<file path="config.mk">
export PLATFORM = sky130hd
export DESIGN_NAME = move_input_flat
export DESIGN_NICKNAME = d
export VERILOG_FILES = /design/src/rtl/move_input_if.sv /design/src/rtl/move_input.sv /design/src/flat_wrapper.sv
export SDC_FILE = /design/constraint.sdc
export NUM_CORES = 1
export LEC_CHECK = 0
export CAP_MARGIN = 20
export CORE_ASPECT_RATIO = 0.75
export CORE_MARGIN = 5
export CORE_UTILIZATION = 49
export DETAILED_ROUTE_END_ITERATION = 8
export HOLD_SLACK_MARGIN = 0.02
export PLACE_DENSITY = 0.77
export SLEW_MARGIN = 10
export SYNTH_ARGS = -nofsm -noshare
export SYNTH_HDL_FRONTEND = slang
export SYNTH_SLANG_ARGS = --single-unit
</file>
<file path="constraint.sdc">
create_clock -name clk -period 3.3 [get_ports clk]
set_input_delay 0.66 -clock clk [delete_from_list [all_inputs] [get_ports clk]]
set_output_delay 0.66 -clock clk [all_outputs]
set_load 0.02 [all_outputs]
</file>
<file path="src/rtl/move_input_if.sv">
// move_input_if -- character stream handshake for the tic-tac-toe move parser.
//   ch_data  : ASCII character offered by the player-side source
//   ch_valid : ch_data holds a character this cycle
//   ch_ready : sink can take a character; transfer when ch_valid && ch_ready
// master = character source (terminal/UART side), slave = move_input.
interface move_input_if;
  logic [7:0] ch_data;
  logic       ch_valid;
  logic       ch_ready;

  modport master (output ch_data, output ch_valid, input ch_ready);
  modport slave  (input ch_data, input ch_valid, output ch_ready);
endinterface

</file>
<file path="src/rtl/move_input.sv">
// move_input -- player-input front end for tic-tac-toe.
// Parses '1'..'9' cell selections confirmed by newline, validates each move
// against the board, writes the mover's mark and toggles the turn. Owns the
// board/turn registers consumed by the display path and the win checker.
// Ports:
//   clk, rst    : clock (rising edge), asynchronous active-high reset
//   ch          : character stream (slave side of move_input_if)
//   game_over   : from win/draw checker, locks moves while high
//   board       : 9 cells x 2 bits, cell i = board[2i+1:2i] (00 blank, 01 X, 10 O)
//   turn        : 0 = X to move, 1 = O to move
//   move_count  : accepted moves since last clear (0..9)
//   move_done   : pulse when an accepted move becomes visible
//   new_game    : pulse after a clear completes
//   err         : pulse on a rejected character or move
//   err_code    : cause of last error (1 bad char, 2 occupied, 3 game over)
module move_input #(
  parameter bit ACCEPT_CR = 1'b1,
  parameter bit X_FIRST   = 1'b1
) (
  input  logic              clk,
  input  logic              rst,
  move_input_if.slave       ch,
  input  logic              game_over,
  output logic [17:0]       board,
  output logic              turn,
  output logic [3:0]        move_count,
  output logic              move_done,
  output logic              new_game,
  output logic              err,
  output logic [1:0]        err_code
);

  localparam logic [1:0] WAIT_CELL = 2'd0;
  localparam logic [1:0] ARMED     = 2'd1;
  localparam logic [1:0] CHECK     = 2'd2;
  localparam logic [1:0] CLEAR     = 2'd3;

  localparam logic [1:0] CELL_BLANK = 2'b00;
  localparam logic [1:0] CELL_X     = 2'b01;
  localparam logic [1:0] CELL_O     = 2'b10;

  localparam logic TURN_INIT = !X_FIRST;

  logic [1:0]  state_reg;
  logic [3:0]  idx_reg;
  logic [15:0] occupied;
  logic        xfer;
  logic        is_digit;
  logic        is_reset_ch;
  logic        is_space;
  logic        is_lf;
  logic        is_cr;
  logic [7:0]  digit_off;
  logic [1:0]  mark;

  // Ready is forced low during reset so nothing is consumed before the
  // registers have settled.
  assign ch.ch_ready = !rst && ((state_reg == WAIT_CELL) || (state_reg == ARMED));
  assign xfer        = ch.ch_valid && ch.ch_ready;

  assign is_digit    = (ch.ch_data >= 8'h31) && (ch.ch_data <= 8'h39);
  assign is_reset_ch = (ch.ch_data == 8'h72) || (ch.ch_data == 8'h52);
  assign is_space    = (ch.ch_data == 8'h20);
  assign is_lf       = (ch.ch_data == 8'h0A);
  assign is_cr       = (ch.ch_data == 8'h0D);
  assign digit_off   = ch.ch_data - 8'h31;
  assign mark        = turn ? CELL_O : CELL_X;

  // Per-cell occupancy, padded to 16 entries so the 4-bit index addresses
  // it without width mismatch; indices 9..15 cannot be latched anyway.
  genvar gi;
  generate
    for (gi = 0; gi < 9; gi++) begin : g_occ
      assign occupied[gi] = (board[2*gi +: 2] != CELL_BLANK);
    end
  endgenerate
  assign occupied[15:9] = '0;

  always_ff @(posedge clk or posedge rst) begin
    if (rst) begin
      state_reg  <= WAIT_CELL;
      idx_reg    <= '0;
      board      <= '0;
      turn       <= TURN_INIT;
      move_count <= '0;
      move_done  <= 1'b0;
      new_game   <= 1'b0;
      err        <= 1'b0;
      err_code   <= 2'd0;
    end else begin
      move_done <= 1'b0;
      new_game  <= 1'b0;
      err       <= 1'b0;
      case (state_reg)
        WAIT_CELL: begin
          if (xfer) begin
            if (is_digit) begin
              idx_reg   <= digit_off[3:0];
              state_reg <= ARMED;
            end else if (is_reset_ch) begin
              state_reg <= CLEAR;
            end else if (!(is_space || is_lf || is_cr)) begin
              err      <= 1'b1;
              err_code <= 2'd1;
            end
          end
        end
        ARMED: begin
          if (xfer) begin
            if (is_digit) begin
              idx_reg <= digit_off[3:0];  // last digit wins
            end else if (is_lf || (ACCEPT_CR && is_cr)) begin
              state_reg <= CHECK;
            end else if (is_reset_ch) begin
              state_reg <= CLEAR;
            end else if (!is_space) begin
              err       <= 1'b1;
              err_code  <= 2'd1;
              state_reg <= WAIT_CELL;
            end
          end
        end
        CHECK: begin
          if (game_over) begin
            err      <= 1'b1;
            err_code <= 2'd3;
          end else if (occupied[idx_reg]) begin
            err      <= 1'b1;
            err_code <= 2'd2;
          end else begin
            for (int i = 0; i < 9; i++) begin
              if (idx_reg == 4'(i)) board[2*i +: 2] <= mark;
            end
            turn      <= !turn;
            if (move_count != 4'd9) move_count <= move_count + 4'd1;
            move_done <= 1'b1;
          end
          state_reg <= WAIT_CELL;
        end
        CLEAR: begin
          board      <= '0;
          turn       <= TURN_INIT;
          move_count <= '0;
          err_code   <= 2'd0;
          new_game   <= 1'b1;
          state_reg  <= WAIT_CELL;
        end
        default: state_reg <= WAIT_CELL;
      endcase
    end
  end

endmodule
</file>
<file path="src/flat_wrapper.sv">
// flat-port wrapper written by rule: the top's interface ports become plain ports
module move_input_flat 
#(
  parameter bit ACCEPT_CR = 1'b1,
  parameter bit X_FIRST   = 1'b1
)
  (clk, rst, game_over, board, turn, move_count, move_done, new_game, err, err_code, ch_ch_data, ch_ch_valid, ch_ch_ready);
  move_input_if ch_i ();
  input  logic clk;
  input  logic rst;
  input  logic game_over;
  output logic [17:0] board;
  output logic turn;
  output logic [3:0] move_count;
  output logic move_done;
  output logic new_game;
  output logic err;
  output logic [1:0] err_code;
  input wire logic [$bits(ch_i.ch_data)-1:0] ch_ch_data;
  input wire logic [$bits(ch_i.ch_valid)-1:0] ch_ch_valid;
  output wire logic [$bits(ch_i.ch_ready)-1:0] ch_ch_ready;
  assign ch_i.ch_data = ch_ch_data;
  assign ch_i.ch_valid = ch_ch_valid;
  assign ch_ch_ready = ch_i.ch_ready;
  move_input #(.ACCEPT_CR(ACCEPT_CR), .X_FIRST(X_FIRST)) u_core (.clk(clk), .rst(rst), .ch(ch_i), .game_over(game_over), .board(board), .turn(turn), .move_count(move_count), .move_done(move_done), .new_game(new_game), .err(err), .err_code(err_code));
endmodule
</file>
# After elaboration in Yosys (flattened, before gate mapping)

Cells that the tools add are included.

Word-level logic and storage cells: 160
Register bits: 34
Output and inout bits: 29
Bits of input ports: 12

Reductions and logical operators: 38
Multiplexer cells: 59
Equal/unequal tests: 41
Add/subtract/negate cells: 2
$lt $le $gt $ge: 3

Operators by type and width:

| operator                                              | number |
|---|---|
| two-way mux 2 bit                                     | 29 |
| AND reduction 4 bit                                   | 10 |
| two-way mux 18 bit                                    | 2 |
| case mux 18 bit (2 select lines)                      | 1 |
| inequality test 2 x 1 -> 1 bit, second input constant | 12 |
| nonzero test 2 bit                                    | 10 |
| two-way mux 1 bit                                     | 18 |
| inequality test 2 bit, second input constant          | 9 |
| == test 4 x 3 -> 1 bit, second input constant         | 4 |
| == test 8 x 4 -> 1 bit, second input constant         | 2 |
| == test 8 x 7 -> 1 bit, second input constant         | 2 |
| two-way mux 4 bit                                     | 3 |
| AND reduction 10 bit                                  | 1 |
| == test 4 x 2 -> 1 bit, second input constant         | 2 |
| == test 8 x 6 -> 1 bit, second input constant         | 1 |
| >= comparator 8 x 6 -> 1 bit, second input constant   | 1 |
| <= comparator 8 x 6 -> 1 bit, second input constant   | 1 |
| case mux 2 bit (4 select lines)                       | 1 |
| case mux 4 bit (2 select lines)                       | 1 |
| case mux 2 bit (3 select lines)                       | 1 |
| AND reduction 3 bit                                   | 2 |
| logical OR 1 bit                                      | 5 |
| < comparator 4 x 5 -> 1 bit, second input constant    | 1 |
| AND reduction 5 bit                                   | 1 |
| 18 further kinds                                      | 23 |

# Longest topological paths before layout

Word-level depth: 8
Gate-level depth with buffers: 6

# Worst setup path before layout

OpenSTA, ideal clock, no wires.

Path kind: input-to-reg
From: input port ch_ch_data[0]
To: register u_core.idx_reg[0]
Data required time: 3175 ps
Cell stages on the path: 6
Data arrival time: 1873 ps
Library setup time: 125 ps
Slack: 1302 ps
Path through: inv_1 > ha_1 > mux2i_1 > o21a_1 > and2b_1 > mux2_2

Word-level cells in the longest chain between the ends: 3

Ends and longest elaborated chain:

| what                                                                         | line               | source |
|---|---|---|
| start: declaration                                                           | flat_wrapper.sv:19 | `input wire logic [$bits(ch_i.ch_data)-1:0] ch_ch_data;` |
| >= comparator 8 x 6 -> 1 bit or <= comparator 8 x 6 -> 1 bit (tied branches) | move_input.sv:61   | `assign is_digit = (ch.ch_data >= 8'h31) && (ch.ch_data <= 8'h39);` |
| logical AND 1 bit                                                            | move_input.sv:61   |  |
| AND reduction 3 bit (no line)                                                | n/a                |  |
| end signal: assignment                                                       | move_input.sv:98   | `idx_reg <= digit_off[3:0];` |
| end signal: assignment                                                       | move_input.sv:111  | `idx_reg <= digit_off[3:0];` |
| end: declaration                                                             | move_input.sv:45   | `logic [3:0] idx_reg;` |

Parallel ways exist; a longest one is shown, timed or not.
A chain may end at the register's enable or synchronous reset.

# Worst setup path after layout

From: input port rst
To: output port ch_ch_ready

Word-level cells in the longest chain between the ends: 2

Ends and longest elaborated chain:

| what                        | line               | source |
|---|---|---|
| start: declaration          | flat_wrapper.sv:10 | `input logic rst;` |
| logical NOT 1 bit (no line) | n/a                |  |
| logical AND 1 bit           | move_input.sv:58   | `assign ch.ch_ready = !rst && ((state_reg == WAIT_CELL) \|\| (state_reg == ARMED));` |
| end: declaration            | flat_wrapper.sv:21 | `output wire logic [$bits(ch_i.ch_ready)-1:0] ch_ch_ready;` |

Every way passes these cells.

==> results.sh <==
export IMPL_cts_resized=0
export IMPL_ff_latch_area_um2=851
export IMPL_path_cells="clkdlybuf4s50_1 -> nor2_1 -> clkdlybuf4s50_1"
export IMPL_setup_ws_ns=0.801
export IMPL_relSlewSlack_pct=58.9
export IMPL_dr_total_vias=1633
export IMPL_ys_ff_latch=34
export IMPL_drtAntennaViolNets=0
export IMPL_slew_viol_final=0
export IMPL_syn_num_nets=217
export IMPL_grt_total_usage_pct=17.7
export IMPL_period_share_pct=75.7
export IMPL_power_leakage_nw=1.08
export IMPL_drive_above_1_share_pct=8.26
export IMPL_synth_edf_count=0
export IMPL_hp_class="flip-flop to flip-flop"
export IMPL_cts_buffers=5
export IMPL_cp_required_ns=2.64
export IMPL_synth_cell_area_um2=1910
export IMPL_pre_cts_ws_ns=0.669
export IMPL_avgViaCountPerCell=5.55
export IMPL_fp_coreArea_um2=3710
export IMPL_ys_top_cells_by_area="dfrtp_1 45%, nor2_1 6.7%, a21oi_1 5.8%"
export IMPL_multi_input_area_um2=962
export IMPL_yosysSeqAreaShare_pct=44.6
export IMPL_async_flop_share_pct=100
export IMPL_fmax_mhz=400
export IMPL_start_util_pct=51.5
export IMPL_fillers=337
export IMPL_die_h_um=64.1
export IMPL_cts_tree="done"
export IMPL_overflow=0
export IMPL_synth_cell_types=47
export IMPL_final_common_cell="clkdlybuf4s50_1"
export IMPL_cap_violations=0
export IMPL_yosysTopAreaCellShare_pct=44.6
export IMPL_clkTransAtPathRegs_ns=0.07
export IMPL_antenna_cells=0
export IMPL_crit_type="primary input to output port"
export IMPL_drt_initial_drc_count=143
export IMPL_synthFlopType="dfrtp_1"
export IMPL_synth_warnings=0
export IMPL_design_area_um2=2450
export IMPL_critical_path_slowest_cell="clkdlybuf4s50_1"
export IMPL_grt_max_degree=35
export IMPL_grt_pass1_wl_um=7240
export IMPL_wl_um=4250
export IMPL_status="complete, no violations"
export IMPL_rsz0062_at_grt="no"
export IMPL_dr_pass1_iters=4
export IMPL_htreeDepth=2
export IMPL_avgSynthCellArea_um2=9.59
export IMPL_hold_slack_ns=0.528
export IMPL_dp_hpwl_um=3150
export IMPL_slowest_delay_ns=0.64
export IMPL_synth_largest_area_cell="dfrtp_1"
export IMPL_max_slew_worst_pin_slew_ns=0.607
export IMPL_fin_crit_ns=2.50
export IMPL_vdd_ir_drop_max_mv=0.226
export IMPL_clock_sinks=34
export IMPL_r2r_cells=4
export IMPL_grt_pass1_vias=1505
export IMPL_hold_depth=2
export IMPL_io_pins=41
export IMPL_largest_reg_flops=18
export IMPL_postSynthCellCount=199
export IMPL_powerDensity_nw_per_um2=368
export IMPL_cts_path_max_buffers=2
export IMPL_syn_to_final_growth_pct=28.2
export IMPL_fin_tns_setup_ns=0
export IMPL_nets=259
export IMPL_grt_antenna_before_repair=0
export IMPL_critPathArrivalTime_ns=1.84
export IMPL_clock_latency_ns=0.28
export IMPL_mostFrequentLayoutCells="40 x clkdlybuf4s50_1, 34 x nor2_1, 34 x dfrtp_1, 22 x a21oi_1, 16 x inv_1"
export IMPL_cp_common_cell="clkdlybuf4s50_1"
export IMPL_cts_root_buf="clkbuf_8"
export IMPL_die_w_um=82.1
export IMPL_gp_congestion=0.850
export IMPL_start_kind="primary input"
export IMPL_placed_area_um2=2350
export IMPL_num_rows=19
export IMPL_cts_setup_buffers=0
export IMPL_crit_path_end_kind="output port"
export IMPL_port_buffer_count=40
export IMPL_finalSetupViolCount=0
export IMPL_finalHoldViolCount=0
export IMPL_fin_worst_skew_ns=0.00285
export IMPL_cts_hold_buf=0
export IMPL_wl_per_cell_um=14.4
export IMPL_dieArea_um2=5260
export IMPL_crit_fanout=2
export IMPL_drc=0
-- path summary, 6_finish.rpt --
kind	start	endpoint	slack, ns
min	u_core.board[3]	u_core.board[3]	0.53
max in group asynchronous	rst	u_core.move_count[0]	2.20
min in group asynchronous	rst	u_core.state_reg[0]	0.79
min reg2reg	u_core.board[3]	u_core.board[3]	0.53
max	rst	ch_ch_ready	0.80
max reg2reg	u_core.idx_reg[1]	u_core.err_code[0]	1.31
-- cell type report --
type                    count  share of cell area (%)
clock buffers               6                    3.37
clock inverters             2                   0.511
inverters                  16                    2.45
multi-input cells         142                    39.3
flip-flops and latches     34                    34.7
well taps                  52                    2.66
repair buffers             42                    17.0
-- report_power, final --
group	switching, mW	total (mW)	internal [mW]
logic	0.0691	0.124	0.0545
clock network	0.153	0.320	0.168
registers	0.0286	0.456	0.427
-- synthesized netlist by cell type (2+ instances only) --
| master | instances |
|---|---|
| buf_2 | 2 |
| a21oi_1 | 22 |
| dfrtp_1 | 34 |
| clkbuf_1 | 4 |
| o211ai_1 | 7 |
| o41ai_1 | 2 |
| nor3_2 | 2 |
| nor3b_1 | 3 |
| inv_1 | 16 |
| o21ai_0 | 2 |
| mux2_2 | 2 |
| o21bai_1 | 2 |
| nand2_1 | 8 |
| or2_1 | 3 |
| ha_1 | 6 |
| nor3_1 | 5 |
| a2111oi_0 | 2 |
| mux4_2 | 2 |
| o21a_1 | 2 |
| and2b_1 | 2 |
| nand3_1 | 3 |
| or3_1 | 2 |
| mux2i_1 | 4 |
| a31oi_1 | 6 |
| nor2_1 | 34 |
-- routing by layer --
| layer | vias up | part of all wire [%] | track usage (%) |
|---|---|---|---|
| met4 | 0 | 1.1 | 5.60 |
| met3 | 5 | 6.9 | 3.93 |
| met2 | 48 | 45 | 25.4 |
| li1 | 800 | - | - |
| met1 | 780 | 47 | 26.4 |
| met5 | - | 0 | 0 |
-- worst max-delay path: cells and delay by family --
kind	cells	cell delay, ns
buffers and inverters	2	1.05
AND/OR/NAND/NOR	1	0.13
-- per-stage QoR --
step / power (mW) / util (%) / instances
2_1_floorplan: 0.545 / - / 199
3_3_place_gp: 0.586 / 63.5 / 286
3_5_place_dp: 0.588 / 63.5 / 286
4_1_cts: 0.909 / 66.0 / 294
5_1_grt: 0.946 / 66.0 / 294
6_report: 0.900 / 66.0 / 294
-- kinds of logic after synthesis --
| group | Yosys count | share of synthesized area, % |
|---|---|---|
| compound gates | 54 | 19.9 |
| buf+inv | 23 | 5.05 |
| xor+xnor | 2 | 0.918 |
| simple gates | 71 | 18.7 |
| fa+ha+maj | 6 | 3.93 |
| flops | 34 | 44.6 |
| mux | 9 | 7.01 |
(Power assumes the default switching activity.)
